**src/rtl/instr_fetch.sv**
```systemverilog
// Instruction fetch stage: owns the PC, reads the async ROM and buffers
// {pc, instr} in a small prefetch FIFO handed to decode over valid/ready.
//
// Ports:
//   clk, rst        - clock, async active-high reset
//   fetch_en        - allow PC advance / FIFO pushes
//   rom_addr        - ROM byte address (== pc)
//   rom_rdata       - ROM word, combinational from rom_addr
//   redirect_valid  - flush and reload PC from redirect_pc
//   redirect_pc     - redirect target (forced word aligned)
//   out_valid/ready - decode handshake
//   out_instr/pc    - FIFO head contents
//   perf_fetched/stalls/flushes - only when FETCH_PERF_EN is defined
module instr_fetch #(
   parameter int               WIDTH      = 32,
   parameter logic [WIDTH-1:0] RESET_PC   = '0,
   parameter int               FIFO_DEPTH = 2
) (
   input  logic             clk,
   input  logic             rst,
   input  logic             fetch_en,
   output logic [WIDTH-1:0] rom_addr,
   input  logic [WIDTH-1:0] rom_rdata,
   input  logic             redirect_valid,
   input  logic [WIDTH-1:0] redirect_pc,
   output logic             out_valid,
   input  logic             out_ready,
   output logic [WIDTH-1:0] out_instr,
`ifdef FETCH_PERF_EN
   output logic [WIDTH-1:0] out_pc,
   output logic [31:0]      perf_fetched,
   output logic [31:0]      perf_stalls,
   output logic [31:0]      perf_flushes
`else
   output logic [WIDTH-1:0] out_pc
`endif
);

   localparam int PW = (FIFO_DEPTH > 1) ? $clog2(FIFO_DEPTH) : 1;
   localparam int CW = PW + 1;
   localparam logic [CW-1:0] DEPTH_C = CW'(FIFO_DEPTH);

   typedef enum logic [1:0] {
      OCC_EMPTY,
      OCC_PARTIAL,
      OCC_FULL
   } occ_t;

   logic [WIDTH-1:0] pc;
   logic [WIDTH-1:0] mem_pc    [FIFO_DEPTH];
   logic [WIDTH-1:0] mem_instr [FIFO_DEPTH];
   logic [PW-1:0]    wptr;
   logic [PW-1:0]    rptr;
   logic [CW-1:0]    count;
   occ_t             occ;
   logic             push;
   logic             pop;

   always_comb begin
      occ = OCC_PARTIAL;
      if (count == '0)
         occ = OCC_EMPTY;
      else if (count == DEPTH_C)
         occ = OCC_FULL;
   end

   assign out_valid = (occ != OCC_EMPTY);
   assign pop  = out_valid & out_ready & ~redirect_valid;
   // A full FIFO can still accept a word when the head leaves this cycle.
   assign push = fetch_en & ~redirect_valid & ((occ != OCC_FULL) | pop);

   assign rom_addr  = pc;
   assign out_pc    = mem_pc[rptr];
   assign out_instr = mem_instr[rptr];

   always_ff @(posedge clk or posedge rst) begin
      if (rst) begin
         pc    <= {RESET_PC[WIDTH-1:2], 2'b00};
         wptr  <= '0;
         rptr  <= '0;
         count <= '0;
      end else if (redirect_valid) begin
         pc    <= {redirect_pc[WIDTH-1:2], 2'b00};
         wptr  <= '0;
         rptr  <= '0;
         count <= '0;
      end else begin
         if (push) begin
            pc   <= pc + WIDTH'(4);
            wptr <= (wptr == PW'(FIFO_DEPTH - 1)) ? '0 : wptr + PW'(1);
         end
         if (pop)
            rptr <= (rptr == PW'(FIFO_DEPTH - 1)) ? '0 : rptr + PW'(1);
         if (push && !pop)
            count <= count + CW'(1);
         else if (pop && !push)
            count <= count - CW'(1);
      end
   end

   always_ff @(posedge clk or posedge rst) begin
      if (rst) begin
         for (int i = 0; i < FIFO_DEPTH; i++) begin
            mem_pc[i]    <= '0;
            mem_instr[i] <= '0;
         end
      end else if (push) begin
         mem_pc[wptr]    <= pc;
         mem_instr[wptr] <= rom_rdata;
      end
   end

`ifdef FETCH_PERF_EN
   always_ff @(posedge clk or posedge rst) begin
      if (rst) begin
         perf_fetched <= '0;
         perf_stalls  <= '0;
         perf_flushes <= '0;
      end else begin
         if (push)
            perf_fetched <= perf_fetched + 32'd1;
         if (fetch_en && !redirect_valid && !push)
            perf_stalls <= perf_stalls + 32'd1;
         if (redirect_valid)
            perf_flushes <= perf_flushes + 32'd1;
      end
   end
`endif

endmodule

```
**config.mk**
```make
export PLATFORM = sky130hd
export DESIGN_NAME = instr_fetch
export DESIGN_NICKNAME = d
export VERILOG_FILES = /design/src/rtl/instr_fetch.sv
export SDC_FILE = /design/constraint.sdc
export NUM_CORES = 1
export LEC_CHECK = 0
export BUFFER_PORTS_ARGS = -buffer_cell sky130_fd_sc_hd__buf_2
export CORE_MARGIN = 2
export CORE_UTILIZATION = 25
export CTS_BUF_LIST = sky130_fd_sc_hd__clkbuf_8
export CTS_CLUSTER_DIAMETER = 50
export DETAILED_ROUTE_END_ITERATION = 7
export HOLD_SLACK_MARGIN = 0.02
export PLACE_DENSITY = 0.42
export SLEW_MARGIN = 5
export SYNTH_ARGS = -nofsm -noshare
export SYNTH_HDL_FRONTEND = slang
export SYNTH_SLANG_ARGS = --single-unit
export TNS_END_PERCENT = 100
```
**constraint.sdc**
```tcl
create_clock -name clk -period 5.6 [get_ports clk]
set_clock_uncertainty 0.1 [all_clocks]
set_input_delay 0 -clock clk [delete_from_list [all_inputs] [get_ports clk]]
set_output_delay 0 -clock clk [all_outputs]
set_load 0.05 [all_outputs]
```
==> impl_metrics.toml <==
[outcome]
outcome = "finished clean"

[pwr]
p_int_mw = 2.33
power.switching_fraction = 0.386
post-layout-total-power_mw = 3.80
seqPwrFrac = 0.417
comb_power_share = 0.340
powerDensity_nw_per_um2 = 386
switching_power_mw = 1.47
clockPowerShare = 0.243
worst_ir_drop_vdd_mv = 0.160
total_leakage_power_nw = 4.20

[sta]
period_share = 0.558
fin_setup_tns_ns = 0
finalSetupViolCount = 0
max_slew.worst_pin.slew_ns = 1.04
total_count_of_max_transition_violations_in_the_final_report = 0
unrepaired_setup_endpoints_after_global_routing = "false"
report.final.hold_viol_count = 0
maxClockFrequency_mhz = 320
slew_headroom = 0.304
post-route-worst-setup-slack_ns = 2.47
finalCriticalPeriod_ns = 3.13

[routing]
antenna_violating_nets_post_route = 0
drtIter0Drc = 227
detailroute.via_count = 5500
route.detailed.drc = 0
number_of_vias_per_cell = 4.56
average_routed_wire_per_standard_cell_microns = 16.4
detailedRoute.firstPassIterationCount = 4
detail_route.wirelength_mm = 19.8

[clock_network]
cts_htree_levels = 4
clock_sink_count = 158
clk_latency_ns = 0.45
ctsRootBufferMaster = "sky130_fd_sc_hd__clkbuf_8"
cts-buffers-inserted = 17
cts_max_path_buffers = 2
tritoncts_clock_tree = "done"
cts_repair_resize_count = 0
cts.clk_slew.worst_paths_ns = 0.10

[synth]
ys_seq_area_frac = 0.539
synth.top_cell.area_share = 0.539
post-synth-top-count-cell = "sky130_fd_sc_hd__mux2_2"
syn_area_per_cell_sq_um = 12.8
yosys_warnings = 0
synth.ff_latch_count = 158
netlist_area_pre_place_sq_um = 7340
yosysUniqueCellTypes = 39
yosys-top-cells-count = "sky130_fd_sc_hd__mux2_2 (179), sky130_fd_sc_hd__dfrtp_1 (158), sky130_fd_sc_hd__nand2_1 (28)"
synthesis.instances = 573
async_flop_share = 1.00
synthDominantAreaCellType = "sky130_fd_sc_hd__dfrtp_1"
synth-edff-count = 0
synth_ff_type = "sky130_fd_sc_hd__dfrtp_1"
synth.top_cells.by_area = "sky130_fd_sc_hd__dfrtp_1 (54%), sky130_fd_sc_hd__mux2_2 (27%), sky130_fd_sc_hd__or4_1 (1.9%)"

[setup_path]
highest_cell_delay_on_the_worst_timing_path_ns = 0.92
timing.critical_path.arrival_ns = 3.36
crit_path_frequent_cell = "sky130_fd_sc_hd__buf_4"
path_max_fanout = 41
timing.critical_path.buf_inv = 5
startpoint_kind_of_the_worst_setup_timing_path = "primary input"
critical_path.cell_chain = "dlygate4sd3_1, buf_2, buf_4, clkinv_1, nand4_1, buf_4, mux2_2"
setup.worst_path.class = "primary input to register"
crit_required_ns = 5.83
worstSetupEndpointType = "register"
critPathSlowestCell = "sky130_fd_sc_hd__clkinv_1"
critPathTopFamily = "buffers and inverters"

[layout]
n_fill_cell = 2904
ant_cells = 0
final_layout_size_suffix_gt1_frac = 0.464
layout.core_utilization = 0.341
synthToLayoutAreaGrowth_pct = 33.9
post-route-cell-area_sq_um = 9830
final_net_count = 880

[place]
place_area_sq_um = 8500
routabilityCongestion = 0.711
hpwl_mm = 12.9
detailedPlace.worstSlack_ns = 2.48
port_buffers = 159

[floorplanning]
die-width_microns = 175
die_height_microns = 175
floorplan.die_area_sq_um = 30700
initial_utilization = 0.255
design.core.area_sq_um = 28800
floorplan.io_pins = 166
rows = 62

[global_routing]
global_route_usage_over_all_layers = 0.133
grt_antenna_before_repair = 0
grt_first_pass_wirelength_mm = 32.1
globalRouteOverflowTotal = 0
grt_start_max_net_pins = 90
grt_pass1_vias = 5967

[run]
timing.max_cap.violations = 0

[min_path]
worstHoldPathType = "primary input to asynchronous set/reset pin"
path summary, 6_finish.rpt:
path	end	cells past startpoint	slack [ns]	start
min in group clk	mem_instr[36]	3	0.23	rom_rdata[4]
setup / recovery	mem_instr[1]	7	2.47	redirect_valid
hold reg to reg	mem_pc[18]	2	0.39	mem_pc[18]
hold / removal	mem_instr[21]	3	0.12	rst
max in group asynchronous	mem_instr[13]	4	3.74	rst
setup reg to reg	mem_instr[35]	5	2.73	count[1]
sequential cells by signal, indices dropped and copies added, names as in the netlist:
register / count
mem_instr: 64
mem_pc: 60
rom_addr: 30
count: 2
rptr: 1
wptr: 1
tightest hold or removal path, delay by kind of cell:
family,cells,cell delay (ns)
buf+inv,3,1.20
power by group through the flow:
| stage | Combinational [mW] | Sequential (mW) | Clock [mW] |
|---|---|---|---|
| after global placement | 1.23 | 1.58 | 0 |
| final | 1.29 | 1.58 | 0.921 |
| after global routing | 1.37 | 1.63 | 1.01 |
| after detailed placement | 1.25 | 1.61 | 0 |
| after CTS | 1.31 | 1.58 | 0.974 |
| after floorplan | 0.963 | 1.62 | 0 |
stage by stage:
stage | std cells | hold WS (ns)
after floorplan | 576 | 0.0199
after global placement | 1084 | 0.108
after detailed placement | 1084 | 0.115
after CTS | 1207 | 0.163
after global routing | 1207 | 0.193
final | 1207 | 0.117
timing repair:
item / CTS / global route
buffers inserted: 0 / 0
hold buffers: 91 / 0
endpoints found under the hold margin: 186 / 0
routing by layer:
| metal | routed length, microns | global-route usage |
|---|---|---|
| met5 | 0 | 0 |
| met4 | 206 | 0.0399 |
| met3 | 704 | 0.0258 |
| met2 | 10100 | 0.231 |
| met1 | 8810 | 0.166 |
cell families after synthesis:
kind of cell / after synthesis / synth area share
AO/OA/AOI/OAI: 52 / 0.0460
XOR/XNOR: 10 / 0.0119
adder cells (fa/ha/maj): 1 / 0.00170
buffers and inverters: 48 / 0.0297
flip-flops: 158 / 0.539
multiplexers: 184 / 0.282
other: 1 / 0.000511
AND/OR/NAND/NOR: 119 / 0.0893
cells in the final DEF (no fill, tap or decap), types with 5 or more instances in the layout:
cell type | netlist | layout
sky130_fd_sc_hd__o31ai_1 | 13 | 13
sky130_fd_sc_hd__inv_6 | 0 | 6
sky130_fd_sc_hd__clkbuf_8 | 0 | 18
sky130_fd_sc_hd__nor2_1 | 19 | 19
sky130_fd_sc_hd__dfrtp_1 | 158 | 157
sky130_fd_sc_hd__nand3_1 | 14 | 14
sky130_fd_sc_hd__and3_1 | 5 | 5
sky130_fd_sc_hd__and4_1 | 6 | 6
sky130_fd_sc_hd__dlygate4sd3_1 | 0 | 91
sky130_fd_sc_hd__nand2_1 | 28 | 28
sky130_fd_sc_hd__nand4_1 | 14 | 14
sky130_fd_sc_hd__a31oi_1 | 15 | 15
sky130_fd_sc_hd__o21ai_0 | 14 | 14
sky130_fd_sc_hd__o211ai_1 | 6 | 6
sky130_fd_sc_hd__buf_4 | 4 | 7
sky130_fd_sc_hd__or4_1 | 19 | 19
sky130_fd_sc_hd__xor2_1 | 7 | 7
sky130_fd_sc_hd__buf_2 | 18 | 159
sky130_fd_sc_hd__mux2_2 | 179 | 179
final cells by class:
class                           instances  area (sq um)  share of cell area
Multi-Input combinational cell        370          3190               0.324
Tap cell                              384           480              0.0489
Inverter                                6          27.5             0.00280
Clock buffer                           18           248              0.0252
Timing Repair Buffer                  257          1760               0.179
Sequential cell                       158          3960               0.402
Clock inverter                         14           171              0.0174
(Power assumes the default switching activity.)
